--- src/rtl/rew_mask_apply_pkg.sv ---
// rew_mask_apply_pkg: geometry shared by the REW mask applier and its bench
package rew_mask_apply_pkg;
  localparam int DDR_D_WIDTH = 512;
  localparam int IV_ENTROPY_WIDTH = 64;
  localparam int BKT_HEADER_DR_WORDS = 1;
  localparam int BLK_DR_WORDS = 4;
  localparam int ORAM_Z = 4;
  localparam int BKT_WORDS = BKT_HEADER_DR_WORDS + ORAM_Z * BLK_DR_WORDS;
  localparam int WC_W = $clog2(BKT_WORDS) + 1;
  typedef logic [DDR_D_WIDTH-1:0] word_t;
  typedef logic [WC_W-1:0] wc_t;
  typedef enum logic {PH_HEADER, PH_PAYLOAD} phase_e;
  function automatic word_t header_mask(word_t m);
    return {m[DDR_D_WIDTH-1:IV_ENTROPY_WIDTH], {IV_ENTROPY_WIDTH{1'b0}}};
  endfunction
endpackage

--- src/rtl/rew_mask_apply_if.sv ---
// rew_mask_apply_if: plaintext, mask and ciphertext streams of the REW mask applier
interface rew_mask_apply_if;
  import rew_mask_apply_pkg::*;
  word_t data_in, mask_in, data_out;
  logic data_in_valid, data_in_ready, mask_in_valid, mask_in_ready;
  logic data_out_valid, data_out_ready, bucket_done;
  modport master (
    output data_in, data_in_valid, mask_in, mask_in_valid, data_out_ready,
    input data_in_ready, mask_in_ready, data_out, data_out_valid, bucket_done
  );
  modport slave (
    input data_in, data_in_valid, mask_in, mask_in_valid, data_out_ready,
    output data_in_ready, mask_in_ready, data_out, data_out_valid, bucket_done
  );
endinterface

--- src/rtl/rew_mask_apply.sv ---
// rew_mask_apply: XORs the bucket stream with RW mask words, keeping header IV bits clear
module rew_mask_apply
  import rew_mask_apply_pkg::*;
(
  input logic clk_i,
  input logic rst_i,
  rew_mask_apply_if.slave bus_io
);
  wc_t wc_q, wc_d;
  word_t data_q, data_d;
  logic valid_q, valid_d, done_q, done_d, out_free, fire, last;
  phase_e phase;
  always_comb begin
    out_free = ~valid_q | bus_io.data_out_ready;
    fire = bus_io.data_in_valid & bus_io.mask_in_valid & out_free & ~rst_i;
    last = wc_q == wc_t'(BKT_WORDS - 1);
    phase = wc_q < wc_t'(BKT_HEADER_DR_WORDS) ? PH_HEADER : PH_PAYLOAD;
    wc_d = fire ? (last ? '0 : wc_q + 1'b1) : wc_q;
    data_d = fire ? bus_io.data_in ^ (phase == PH_HEADER ? header_mask(bus_io.mask_in) : bus_io.mask_in) : data_q;
    valid_d = fire | (valid_q & ~bus_io.data_out_ready);
    done_d = fire ? last : done_q & ~bus_io.data_out_ready;
  end
  always_ff @(posedge clk_i) begin
    if (rst_i) begin
      wc_q <= '0;
      data_q <= '0;
      valid_q <= 1'b0;
      done_q <= 1'b0;
    end else begin
      wc_q <= wc_d;
      data_q <= data_d;
      valid_q <= valid_d;
      done_q <= done_d;
    end
  end
  // each ready depends only on the other stream, so both are consumed together
  assign bus_io.data_in_ready = bus_io.mask_in_valid & out_free & ~rst_i;
  assign bus_io.mask_in_ready = bus_io.data_in_valid & out_free & ~rst_i;
  assign bus_io.data_out = data_q;
  assign bus_io.data_out_valid = valid_q;
  assign bus_io.bucket_done = done_q;
`ifdef SIMULATION
  assert property (@(posedge clk_i) $fell(rst_i) |-> !valid_q)
    else $error("rew_mask_apply: output valid at reset release");
`endif
endmodule

--- src/flat_wrapper.sv ---
// flat-port wrapper written by rule: the top's interface ports become plain ports
module rew_mask_apply_flat import rew_mask_apply_pkg::*;
  (clk_i, rst_i, bus_io_data_in, bus_io_data_in_valid, bus_io_mask_in, bus_io_mask_in_valid, bus_io_data_out_ready, bus_io_data_in_ready, bus_io_mask_in_ready, bus_io_data_out, bus_io_data_out_valid, bus_io_bucket_done);
  rew_mask_apply_if bus_io_i ();
  input logic clk_i;
  input logic rst_i;
  input wire logic [$bits(bus_io_i.data_in)-1:0] bus_io_data_in;
  input wire logic [$bits(bus_io_i.data_in_valid)-1:0] bus_io_data_in_valid;
  input wire logic [$bits(bus_io_i.mask_in)-1:0] bus_io_mask_in;
  input wire logic [$bits(bus_io_i.mask_in_valid)-1:0] bus_io_mask_in_valid;
  input wire logic [$bits(bus_io_i.data_out_ready)-1:0] bus_io_data_out_ready;
  output wire logic [$bits(bus_io_i.data_in_ready)-1:0] bus_io_data_in_ready;
  output wire logic [$bits(bus_io_i.mask_in_ready)-1:0] bus_io_mask_in_ready;
  output wire logic [$bits(bus_io_i.data_out)-1:0] bus_io_data_out;
  output wire logic [$bits(bus_io_i.data_out_valid)-1:0] bus_io_data_out_valid;
  output wire logic [$bits(bus_io_i.bucket_done)-1:0] bus_io_bucket_done;
  assign bus_io_i.data_in = bus_io_data_in;
  assign bus_io_i.data_in_valid = bus_io_data_in_valid;
  assign bus_io_i.mask_in = bus_io_mask_in;
  assign bus_io_i.mask_in_valid = bus_io_mask_in_valid;
  assign bus_io_i.data_out_ready = bus_io_data_out_ready;
  assign bus_io_data_in_ready = bus_io_i.data_in_ready;
  assign bus_io_mask_in_ready = bus_io_i.mask_in_ready;
  assign bus_io_data_out = bus_io_i.data_out;
  assign bus_io_data_out_valid = bus_io_i.data_out_valid;
  assign bus_io_bucket_done = bus_io_i.bucket_done;
  rew_mask_apply u_core (.clk_i(clk_i), .rst_i(rst_i), .bus_io(bus_io_i));
endmodule
--- config.mk ---
export PLATFORM = sky130hd
export DESIGN_NAME = rew_mask_apply_flat
export DESIGN_NICKNAME = d
export VERILOG_FILES = /design/src/rtl/rew_mask_apply_pkg.sv /design/src/rtl/rew_mask_apply_if.sv /design/src/rtl/rew_mask_apply.sv /design/src/flat_wrapper.sv
export SDC_FILE = /design/constraint.sdc
export NUM_CORES = 1
export LEC_CHECK = 0
export BUFFER_PORTS_ARGS = -buffer_cell sky130_fd_sc_hd__buf_4
export CELL_PAD_IN_SITES_DETAIL_PLACEMENT = 1
export CELL_PAD_IN_SITES_GLOBAL_PLACEMENT = 1
export CORE_AREA = 4 4 599 601
export CTS_CLUSTER_DIAMETER = 30
export DETAILED_ROUTE_END_ITERATION = 10
export DIE_AREA = 0 0 603 605
export PLACE_DENSITY = 0.37
export SETUP_SLACK_MARGIN = 0.02
export SYNTH_ARGS = -nofsm -noshare
export SYNTH_HDL_FRONTEND = slang
export SYNTH_SLANG_ARGS = --single-unit
--- constraint.sdc ---
create_clock -name clk_i -period 3.85 [get_ports clk_i]
set_input_delay 0.9625 -clock clk_i [delete_from_list [all_inputs] [get_ports clk_i]]
set_output_delay 0.9625 -clock clk_i [all_outputs]
set_load 0.01 [all_outputs]
* Word-level counts from Yosys, hierarchy flattened
Cells that the tools add are included.
Operators by class: $add $sub $neg 1, magnitude comparators 1, equality and inequality tests 1, multiplexer cells 3, bitwise gates (word level) 15
Operators with widths (number):
- 512-bit XOR | 1
- 64-bit two-way mux | 1
- 1-bit AND | 9
- 6-bit by 1-bit adder with 6-bit output (second input constant) | 1
- 6-bit by 5-bit == test with 1-bit output (second input constant) | 1
- 6-bit by 1-bit less-than comparator with 1-bit output (second input constant) | 1
- 6-bit two-way mux | 1
- 1-bit inverter | 3
- 1-bit OR | 2
- 1-bit two-way mux | 1
Storage, ports and cells: bits in registers 520, input bits 1029, word-level logic and storage cells 25

* Logic depth before layout (Yosys ltp)
Gate-level depths: netlist of run 1.
depth after elaboration 5, gate-level depth with buffers 8, mapped depth without buffers 6

* Least setup slack after synthesis of run 1
OpenSTA, ideal clock, no wires.
kind input-to-output, start input rst_i, end output bus_io_data_in_ready, data arrival time 1758 ps, data required time 2888 ps, slack 1129 ps, stages on the path 4, buffers on the path 2, path through clkbuf_1 clkbuf_1 nor2_1 and2_1
On the way: longest elaborated chain between the ends 2
RTL lines:
- from (decl) | RTL line flat_wrapper.sv:6 | input logic rst_i;
- 1-bit inverter | RTL line rew_mask_apply.sv:37 | assign bus_io.data_in_ready = bus_io.mask_in_valid & out_free & ~rst_i;
- 1-bit AND | RTL line rew_mask_apply.sv:37
- to (decl) | RTL line flat_wrapper.sv:12 | output wire logic [$bits(bus_io_i.data_in_ready)-1:0] bus_io_data_in_ready;
No other way between the ends.

* Final worst setup path of run 1
start register u_core.valid_q (netlist: u_core.bus_io.data_out_valid), end output bus_io_mask_in_ready
On the way: longest elaborated chain between the ends 4
RTL lines:
- from (decl) | RTL line rew_mask_apply.sv:11 | logic valid_q, valid_d, done_q, done_d, out_free, fire, last;
- from (signal assigned) | RTL line rew_mask_apply.sv:32 | valid_q <= valid_d;
- 1-bit inverter | RTL line rew_mask_apply.sv:14 | out_free = ~valid_q | bus_io.data_out_ready;
- 1-bit OR | RTL line rew_mask_apply.sv:14
- 1-bit AND (2 in series) | RTL line rew_mask_apply.sv:38 | assign bus_io.mask_in_ready = bus_io.data_in_valid & out_free & ~rst_i;
- to (decl) | RTL line flat_wrapper.sv:13 | output wire logic [$bits(bus_io_i.mask_in_ready)-1:0] bus_io_mask_in_ready;
No other way between the ends.

==> results.txt, run 1 <==
----------------------------------------------------
[Die]
  Effective utilization at floorplan ... 0.0628
  Die H ... 605 um
  FP Rows ... 218
  Die ar. ... 0.365 sq mm
  Core footprint ... 0.353 sq mm
  Die X-Extent ... 603 um
  Number of top-level pins ... 1545

[STA]
  Period minus WS final ... 3.16 ns
  Unrepaired setup endpoints after global routing ... no
  Worst Clk Skew ... 0.0655 ns
  Summed negative setup slack over all endpoints ... 0 ns
  Setup WS post-layout ... 0.688 ns
  Ratio of final minimum period to clock period ... 0.821
  Slew headroom ... 0.377
  Setup-violating endpoint count in the final report ... 0
  Endpoints failing hold ... 0
  Highest clock rate ... 316 MHz
  Max-slew violation count ... 0
  Least-Margin Pin Slew ... 0.924 ns

[Power and ir drop]
  Peak ir drop on the vdd network ... 0.000339 V
  Leakage power total ... 18.1 nW
  Power density of the placed cells ... 565 mW/mm^2
  Post-route total power ... 0.0262 W

[Worst setup path]
  Path type of the worst setup path ... reg2out
  Worst-path fanout max ... 5
  Type of element launching the critical path ... flip-flop
  Endpoint type of the worst setup path ... primary output
  Required time at the worst-slack endpoint ... 2.89 ns
  Data arrival at the endpoint of the critical path ... 2.20 ns

[CTS]
  CTS sink cnt ... 520
  Number of resized instances in the post-cts repair step ... 0
  Clock Tree Root ... sky130_fd_sc_hd__clkbuf_16
  Count of H-tree levels built during CTS ... 4
  Number of buffers added to fix hold violations after cts ... 0
  Worst-case clock buffer depth ... 4
  Later-pin clock latency in the skew report ... 0.87 ns
  Number of setup buffers added after CTS ... 0
  Clock transition at path regs ... 0.04 ns
  CTS tree ... yes
  Number of buffers inserted during clock tree synthesis ... 221

[Synth]
  Library cell occupying the most area in the post-synthesis netlist ... sky130_fd_sc_hd__dfxtp_1
  Post-synth cell types ... 29
  Yosys warnings ... 0
  Post-Synthesis Cells ... 2351
  Average cell area after synthesis ... 9.42 sq um
  Share of the synthesized area in the top cell type ... 0.470
  Net count after synthesis ... 3382
  Post-synthesis cell area ... 0.0221 sq mm
  Leading cell types by total area after synthesis ... sky130_fd_sc_hd__dfxtp_1 47%, sky130_fd_sc_hd__xnor2_1 18%, sky130_fd_sc_hd__a211oi_1 17%, sky130_fd_sc_hd__nor2_1 8.7%, sky130_fd_sc_hd__xor2_1 2.5%
  Part of the Yosys area used for sequential elements ... 0.470
  #FFs+latches synth ... 520

[Placed design]
  Placed inst area ... 0.0392 sq mm
  Final weighted congestion in routability-driven placement ... 1.17
  Post-placement setup slack ... 0.712 ns
  Port Buffer Count ... 1544
  Half-perimeter wire length after placement ... 225 mm

[Drt]
  Router iterations before antenna repair ... 4
  Via/cell ratio ... 2.89
  Wire per inst ... 29.0 um
  Initial drt markers ... 1374
  Via Count ... 25.8k
  Residual antenna-violating net count after detailed routing ... 0
  Count of unresolved DRC violations after routing ... 0
  Total length of routed wires ... 259 mm

[Flow run]
  Max Cap Viol ... 0

[Finish]
  Fin nets ... 4994
  Ratio of cells with drive above 1 in the final layout ... 0.465
  Final design instance area without fill ... 0.0464 sq mm
  Layout overhead on the synthesized area ... 110%
  Count of filler cells inserted in the layout ... 41.5k

[Global route]
  Wire length of the first global-routing pass ... 314 mm
  Via count of the first global-routing pass ... 26.3k
  Total gr overflow ... 0
  Total global routing track utilization ... 0.135
  Largest net degree at the start of global routing ... 157
  Antenna violations before repair ... 257

[Hold path]
  Kind of path behind the tightest hold check ... in2reg

[Status]
  Run status ... complete, no violations

----------------------------------------------------
-- worst paths after layout --
check                           endpoint  depth (start not counted)  slack [ns]                    startpoint
max                 bus_io_mask_in_ready                          4        0.69  u_core.bus_io.data_out_valid
min          u_core.bus_io.data_out[112]                          2        0.33                         rst_i
max reg2reg    u_core.bus_io.data_out[6]                          6        1.01                u_core.wc_q[0]
min reg2reg  u_core.bus_io.data_out[330]                          2        0.50   u_core.bus_io.data_out[330]
-- cell usage after synthesis, drive strengths merged --
cell type,instances
buf,108
or3,3
inv,4
o31ai,1
nand4,1
and2,2
a211oi,513
nand3b,1
nor2,516
nand2b,2
ha,2
o21ai,66
nand2,5
nor3,3
dfxtp,520
xnor2,449
a21oi,4
a31oi,1
or4,1
clkbuf,78
xor2,64
nand3,5
or4b,1
nor2b,1
-- per-stage QoR --
stage / instances / util / hold slack (ns)
2_1_floorplan: 2351 / - / 0.477
3_3_place_gp: 8470 / 0.111 / 0.478
3_5_place_dp: 8470 / 0.111 / 0.489
4_1_cts: 8859 / 0.131 / 0.224
5_1_grt: 8899 / 0.132 / 0.277
6_report: 8912 / 0.132 / 0.334
-- layout by cell type, fill, tap and decap left out, types with 3 or more instances in the layout --
| cell type | Yosys | layout |
|---|---|---|
| sky130_fd_sc_hd__clkinv_16 | 0 | 3 |
| sky130_fd_sc_hd__nor3_1 | 3 | 3 |
| sky130_fd_sc_hd__nand3_1 | 5 | 5 |
| sky130_fd_sc_hd__nor2_1 | 515 | 515 |
| sky130_fd_sc_hd__clkbuf_1 | 78 | 57 |
| sky130_fd_sc_hd__xnor2_1 | 449 | 449 |
| sky130_fd_sc_hd__a211oi_1 | 513 | 513 |
| sky130_fd_sc_hd__inv_1 | 4 | 4 |
| sky130_fd_sc_hd__diode_2 | 0 | 53 |
| sky130_fd_sc_hd__dfxtp_1 | 520 | 519 |
| sky130_fd_sc_hd__buf_4 | 0 | 1558 |
| sky130_fd_sc_hd__o21ai_1 | 20 | 20 |
| sky130_fd_sc_hd__nand2_1 | 5 | 5 |
| sky130_fd_sc_hd__a21oi_1 | 4 | 4 |
| sky130_fd_sc_hd__buf_12 | 0 | 16 |
| sky130_fd_sc_hd__clkbuf_8 | 0 | 62 |
| sky130_fd_sc_hd__inv_16 | 0 | 6 |
| sky130_fd_sc_hd__or3_1 | 3 | 3 |
| sky130_fd_sc_hd__o21ai_2 | 10 | 10 |
| sky130_fd_sc_hd__clkbuf_16 | 0 | 222 |
| sky130_fd_sc_hd__clkinv_2 | 0 | 37 |
| sky130_fd_sc_hd__xor2_1 | 64 | 64 |
| sky130_fd_sc_hd__o21ai_0 | 36 | 36 |
-- where the power goes --
group	internal (W)	switching (W)
Combinational	0.00178	0.00191
Sequential	0.00581	0.000230
Clock	0.0116	0.00493
-- metal layers --
layer	wire [um]	vias up	GRT usage
met4	10300	110	0.0468
met3	26800	672	0.0637
met5	706	-	0
met2	130000	1400	0.239
li1	-	11500	-
met1	91200	12000	0.138
-- worst max-delay path, cell delays in order (launching register included) --
cell and delay, ns:
sky130_fd_sc_hd__dfxtp_1 0.35, sky130_fd_sc_hd__nor2b_1 0.40, sky130_fd_sc_hd__nor2_1 0.09, sky130_fd_sc_hd__and2_1 0.32, sky130_fd_sc_hd__buf_4 0.23
-- kinds of logic after synthesis --
logic type	count (synthesis)	synth area share
fa+ha+maj	2	0.00113
buf+inv	190	0.0394
xor+xnor	513	0.203
compound gates	585	0.192
flops	520	0.470
simple gates	541	0.0941
-- layout make-up --
cell class | count | area (sq um) | area share
antenna | 53 | 133 | 0.00286
clock buffer | 341 | 6620 | 0.143
clock inverter | 48 | 420 | 0.00906
inverter | 4 | 15.0 | 0.000324
multi-input combinational | 1641 | 10900 | 0.234
sequential | 520 | 10400 | 0.224
tap | 4730 | 5920 | 0.128
timing repair buffer | 1575 | 12000 | 0.259
-- registers in the layout, summed over array words and instances, names as in the netlist --
name / count
u_core.bus_io.bucket_done: 1
u_core.bus_io.data_out: 512
u_core.bus_io.data_out_valid: 1
u_core.wc_q: 6
Note: power is estimated with default switching activity, not from simulation.
==> inputs of run 2 (changes only) <==
- clock period: 3.85 -> 2.7 ns (I/O delays scaled with it)
==> run 2 against run 1 <==
  * Register-to-register slack worse by 0.56 ns
  * Setup slack worse by 0.53 ns
  * Critical path depth unchanged
  * Final cell count is 0.68% higher
  * Non-clock buffer count grew 62
  * Via count is 0.30% higher
  * Combinational power is 45% higher
  * Clock power up 47%
  * Clock skew grew 0.027 ns
  * Power grew 46%
  * First-iteration DRC count down 15%
  * Sequential power is 43% higher
==> results.txt, run 2 (synthesized netlist as in run 1, its figures left out) <==
----------------------------------------------------
[Status]
  Run status ... complete, no violations

[Drt]
  Via Count ... 25.8k (+0.30%)
  Residual antenna-violating net count after detailed routing ... 0 (unchanged)
  Count of unresolved DRC violations after routing ... 0 (unchanged)
  Via/cell ratio ... 2.88 (-0.38%)
  Initial drt markers ... 1165 (-15%)
  Wire per inst ... 28.9 um (-0.36%)
  Total length of routed wires ... 259 mm (+0.32%)
  Router iterations before antenna repair ... 5 (+1)

[Worst setup path]
  Worst-path fanout max ... 3 (-2)
  Required time at the worst-slack endpoint ... 2.03 ns (-0.86 ns)
  Type of element launching the critical path ... flip-flop
  Endpoint type of the worst setup path ... primary output
  Path type of the worst setup path ... reg2out
  Worst path cell trace ... nor2b_4 > nor2_1 > and2_2 > buf_4
  Data arrival at the endpoint of the critical path ... 1.86 ns (-0.34 ns)
  Worst path slowest cell ... sky130_fd_sc_hd__dfxtp_1
  Largest stage delay on the critical path ... 0.34 ns (-0.06 ns)

[Finish]
  Count of filler cells inserted in the layout ... 41.4k (-0.16%)
  Final design instance area without fill ... 0.0472 sq mm (+1.8%)
  Most frequent cells in the layout ... 1584 x sky130_fd_sc_hd__buf_4, 519 x sky130_fd_sc_hd__dfxtp_1, 515 x sky130_fd_sc_hd__nor2_1, 513 x sky130_fd_sc_hd__a211oi_1, 449 x sky130_fd_sc_hd__xnor2_1
  Largest register FFs ... 512 (unchanged)
  Ratio of cells with drive above 1 in the final layout ... 0.469 (+0.00379)
  Most frequent standard cell in the layout excluding fill and tap cells ... sky130_fd_sc_hd__buf_4
  Layout overhead on the synthesized area ... 113%
  Fin nets ... 5050 (+1.1%)

[Global route]
  Via count of the first global-routing pass ... 26.3k (-0.049%)
  Total gr overflow ... 0 (unchanged)
  Total global routing track utilization ... 0.135 (+0.000552)
  Largest net degree at the start of global routing ... 113 (-28%)
  Wire length of the first global-routing pass ... 316 mm (+0.40%)
  Antenna violations before repair ... 250 (-2.7%)

[STA]
  Hold slack final ... 0.111 ns (-0.224 ns)
  Setup WS post-layout ... 0.161 ns (-0.527 ns)
  Max-slew violation count ... 0 (unchanged)
  Slew headroom ... 0.522 (+0.145)
  Summed negative setup slack over all endpoints ... 0 ns (unchanged)
  Period minus WS final ... 2.54 ns
  Setup-violating endpoint count in the final report ... 0 (unchanged)
  Endpoints failing hold ... 0 (unchanged)
  Highest clock rate ... 394 MHz
  Unrepaired setup endpoints after global routing ... no
  Ratio of final minimum period to clock period ... 0.940
  Worst Clk Skew ... 0.0925 ns (+0.0270 ns)
  Least-Margin Pin Slew ... 0.716 ns (-0.208 ns)

[CTS]
  Worst-case clock buffer depth ... 4 (unchanged)
  Count of H-tree levels built during CTS ... 4 (unchanged)
  CTS tree ... yes
  Number of buffers inserted during clock tree synthesis ... 215 (-2.7%)
  Clock Tree Root ... sky130_fd_sc_hd__clkbuf_16
  Later-pin clock latency in the skew report ... 0.88 ns (about the same)
  CTS sink cnt ... 520 (unchanged)
  Clock transition at path regs ... 0.04 ns (about the same)

[Die]
  Number of top-level pins ... 1545 (unchanged)
  Die X-Extent ... 603 um (unchanged)
  FP Rows ... 218 (unchanged)
  Effective utilization at floorplan ... 0.0628 (unchanged)
  Core footprint ... 0.353 sq mm (unchanged)
  Die ar. ... 0.365 sq mm (unchanged)
  Die H ... 605 um (unchanged)

[Placed design]
  Final weighted congestion in routability-driven placement ... 1.15 (-1.5%)
  Post-placement setup slack ... 0.321 ns (-0.391 ns)
  Half-perimeter wire length after placement ... 229 mm (+1.5%)
  Port Buffer Count ... 1544 (unchanged)
  Placed inst area ... 0.0396 sq mm (+0.80%)

[Hold path]
  Kind of path behind the tightest hold check ... in2reg

[Flow run]
  Max Cap Viol ... 0 (unchanged)

[Power and ir drop]
  Power density of the placed cells ... 809 mW/mm^2 (+43%)
  Leakage power total ... 18.5 nW (+2.2%)
  Post-route total power ... 0.0382 W (+46%)
  Peak ir drop on the vdd network ... 0.000526 V (+55%)

----------------------------------------------------
## run 2: cell count changes in the layout (fill, tap and decap cells not counted), sizes merged, moves of 3 or more
cell         delta
buf            +32
dlygate4sd3    +30
diode           -8
bufinv          +7
clkinv          +3
## run 2: stage by stage
stage | std cells | utilization
after global routing | 8960 | 0.134
after floorplan | 2351 | -
final | 8973 | 0.134
after detailed placement | 8502 | 0.112
after global placement | 8502 | 0.112
after CTS | 8928 | 0.134
## run 2: worst paths after layout
path	startpoint	endpoint	slack, ns	cells after the start
worst max-delay path	u_core.bus_io.data_out_valid	bus_io_mask_in_ready	0.16	4
worst max register to register	u_core.wc_q[0]	u_core.bus_io.data_out[52]	0.45	7
worst min-delay path	bus_io_data_in[473]	u_core.bus_io.data_out[473]	0.11	3
worst min register to register	u_core.bus_io.data_out[486]	u_core.bus_io.data_out[486]	0.50	2
## run 2: critical path: cells and delay by family (launching register included)
family,cells,cell delay [ns]
simple gates,3,0.44
buf+inv,1,0.19
flops,1,0.34
## run 2: timing repair
action / in CTS / in global routing
buffers inserted: 0 / 0
endpoints found under the setup margin: 2 / 0
resized for setup: 5 / 0
endpoints found under the hold margin: 25 / 0
hold buffers: 30 / 0
## run 2: layer usage
layer | GRT usage | up-vias | part of all wire
met1 | 0.141 | 12000 | 0.36
met3 | 0.0607 | 651 | 0.097
met4 | 0.0443 | 98 | 0.041
met2 | 0.241 | 1424 | 0.50
met5 | 0 | - | 0.0026
li1 | - | 11700 | -
## run 2: area by class of cell
class | instances | area, sq um | share of cell area
clock inverter | 57 | 666 | 0.0141
inverter | 4 | 15.0 | 0.000318
antenna | 45 | 113 | 0.00238
timing repair buffer | 1637 | 12600 | 0.268
clock buffer | 339 | 6590 | 0.139
sequential | 520 | 10400 | 0.220
tap | 4730 | 5920 | 0.125
multi-input combinational | 1641 | 10900 | 0.230
## run 2: report_power, final
group          internal (W)  switching (W)
Sequential          0.00828       0.000338
Combinational       0.00263        0.00273
Clock                0.0171        0.00712
==> inputs of run 3 (changes only) <==
- CORE_AREA: 4 4 599 601 -> 4 4 601 603
- DIE_AREA: 0 0 603 605 -> 0 0 605 607
- PLACE_DENSITY: 0.37 -> 0.36
- clock period: 2.7 -> 2.64 ns (I/O delays scaled with it)
==> run 3 against run 2 <==
  * Global-route usage shrank 0.23 points
  * Non-clock buffer count grew 17
  * Sequential share of layout area is essentially flat
  * Combinational power grew 2%
  * Clock-buffer cell count shrank 27
  * First-iteration DRC count shrank 6.0%
  * Clock skew shrank 0.022 ns
  * Setup slack gained 0.071 ns
  * Critical path type unchanged
  * Largest cell class unchanged
==> results.txt, run 3 (synthesized netlist as in run 1, its figures left out) <==
----------------------------------------------------
[Worst setup path]
  Type of element launching the critical path ... flip-flop
  Worst path slowest cell ... sky130_fd_sc_hd__dfxtp_1
  Worst path cell trace ... nor2b_4 > nor2_1 > and2_1 > buf_4
  Endpoint type of the worst setup path ... primary output
  WP buf/inv ... 1 (unchanged)
  Required time at the worst-slack endpoint ... 1.98 ns (-0.05 ns)
  Largest stage delay on the critical path ... 0.32 ns (-0.02 ns)
  Start point of the critical path ... u_core.bus_io.data_out_valid
  R2R Path Start ... u_core.wc_q[0]
  Top Family by Delay on Critical Path ... simple AND/OR/NAND/NOR gates
  Worst-path fanout max ... 3 (unchanged)
  Path type of the worst setup path ... reg2out
  Data arrival at the endpoint of the critical path ... 1.75 ns (-0.11 ns)

[STA]
  Unrepaired setup endpoints after global routing ... no
  Setup WS post-layout ... 0.231 ns (+0.0706 ns)
  Period minus WS final ... 2.41 ns
  Slew headroom ... 0.270 (-0.252)
  Max-slew violation count ... 0 (unchanged)
  Least-Margin Pin Slew ... 1.09 ns (+0.378 ns)
  Setup-violating endpoint count in the final report ... 0 (unchanged)
  Summed negative setup slack over all endpoints ... 0 ns (unchanged)
  Worst Clk Skew ... 0.0702 ns (-0.0222 ns)
  Endpoints failing hold ... 0 (unchanged)
  Highest clock rate ... 415 MHz
  Ratio of final minimum period to clock period ... 0.912

[Die]
  Number of top-level pins ... 1545 (unchanged)
  Effective utilization at floorplan ... 0.0623 (-0.000479)
  Die X-Extent ... 605 um (+0.33%)
  Die ar. ... 0.367 sq mm (+0.66%)
  Core footprint ... 0.355 sq mm (+0.77%)
  FP Rows ... 219 (+0.46%)
  Die H ... 607 um (+0.33%)

[CTS]
  Count of H-tree levels built during CTS ... 4 (unchanged)
  Clock transition at path regs ... 0.04 ns (about the same)
  Worst-case clock buffer depth ... 4 (unchanged)
  Number of buffers inserted during clock tree synthesis ... 207 (-3.7%)
  CTS tree ... yes
  CTS sink cnt ... 520 (unchanged)
  Clock Tree Root ... sky130_fd_sc_hd__clkbuf_16
  Later-pin clock latency in the skew report ... 0.88 ns (about the same)

[Global route]
  Total global routing track utilization ... 0.133 (-0.00233)
  Antenna violations before repair ... 252 (+0.80%)
  Via count of the first global-routing pass ... 26.7k (+1.6%)
  Total gr overflow ... 0 (unchanged)
  Largest net degree at the start of global routing ... 169 (+50%)
  Wire length of the first global-routing pass ... 312 mm (-1.2%)

[Drt]
  Total length of routed wires ... 258 mm (-0.66%)
  Count of unresolved DRC violations after routing ... 0 (unchanged)
  Initial drt markers ... 1095 (-6.0%)
  Router iterations before antenna repair ... 5 (unchanged)
  Via Count ... 25.9k (+0.40%)
  Via/cell ratio ... 2.88 (about the same)
  Wire per inst ... 28.6 um (-0.97%)
  Residual antenna-violating net count after detailed routing ... 0 (unchanged)

[Power and ir drop]
  Post-route total power ... 0.0390 W (+2.0%)
  Peak ir drop on the vdd network ... 0.000529 V (+0.57%)
  Power density of the placed cells ... 823 mW/mm^2 (+1.8%)
  Leakage power total ... 18.5 nW (-0.11%)

[Hold path]
  Worst hold path startpoint ... bus_io_mask_in[393]
  Kind of path behind the tightest hold check ... in2reg

[Placed design]
  Port Buffer Count ... 1544 (unchanged)
  Placed cell count ... 8507 (+0.059%)
  Half-perimeter wire length after placement ... 227 mm (-0.84%)
  Placed inst area ... 0.0394 sq mm (-0.39%)
  Final weighted congestion in routability-driven placement ... 1.09 (-5.0%)
  Post-placement setup slack ... 0.190 ns (-0.131 ns)

[Finish]
  Most frequent standard cell in the layout excluding fill and tap cells ... sky130_fd_sc_hd__buf_4
  Count of filler cells inserted in the layout ... 41.9k (+0.99%)
  Post-route insts no fill ... 9001 (+0.31%)
  Fin nets ... 5059 (+0.18%)
  Largest register FFs ... 512 (unchanged)
  Layout overhead on the synthesized area ... 114%
  Footprint of the flip-flops and latches ... 0.0104 sq mm (about the same)
  Ratio of cells with drive above 1 in the final layout ... 0.463 (-0.00619)
  Most frequent cells in the layout ... 1574 x sky130_fd_sc_hd__buf_4, 519 x sky130_fd_sc_hd__dfxtp_1, 515 x sky130_fd_sc_hd__nor2_1, 513 x sky130_fd_sc_hd__a211oi_1, 449 x sky130_fd_sc_hd__xnor2_1
  Area of combinational cells with multiple inputs ... 0.0109 sq mm (about the same)
  Final design instance area without fill ... 0.0473 sq mm (+0.22%)

[Flow run]
  Max Cap Viol ... 0 (unchanged)

[Status]
  Run status ... complete, no violations

----------------------------------------------------
-- run 3: where the power goes --
part	total, W	switching (W)	internal [W]	leakage [nW]
Combinational	0.00548	0.00279	0.00269	10.7
Clock	0.0247	0.00707	0.0176	3.53
Sequential	0.00880	0.000328	0.00847	4.29
-- run 3: cell type report --
cell class	instances	area share
Clock buffer	312	0.131
Multi-Input combinational cell	1641	0.230
Sequential cell	520	0.220
Inverter	4	0.000317
Tap cell	4751	0.126
Timing Repair Buffer	1654	0.270
Antenna cell	52	0.00275
Clock inverter	67	0.0204
-- run 3: tightest hold or removal path: cells and delay by family --
family | cells | cell delay (ns)
XOR/XNOR | 1 | 0.10
buffers and inverters | 1 | 0.09
AO/OA/AOI/OAI | 1 | 0.06
-- run 3: repair_timing --
| item | in CTS | in global routing |
|---|---|---|
| gates resized for setup | 2 | 0 |
| endpoints found under the setup margin | 2 | 0 |
| hold endpoints to repair | 55 | 0 |
| hold buffers | 62 | 0 |
| setup buffers | 1 | 0 |
-- run 3: worst paths after layout --
path | endpoint | slack (ns) | cells past startpoint
setup reg to reg | u_core.bus_io.data_out[5] | 0.30 | 7
hold / removal | u_core.bus_io.data_out[393] | 0.11 | 3
setup / recovery | bus_io_data_in_ready | 0.23 | 4
hold reg to reg | u_core.bus_io.data_out[276] | 0.50 | 2
-- run 3: through the flow --
step | hold WS (ns) | util
after detailed placement | 0.493 | 0.111
final | 0.108 | 0.133
after global placement | 0.488 | 0.111
after global routing | 0.0382 | 0.133
after CTS | 0.000129 | 0.133
after floorplan | 0.477 | -
-- run 3: routing by layer --
metal  up-vias  wire length, um  global-route usage
met2      1395           125000               0.231
met5         -              752                   0
met3       698            29500              0.0683
met1     12100            90700               0.137
met4       110            11600              0.0455
li1      11700                -                   -
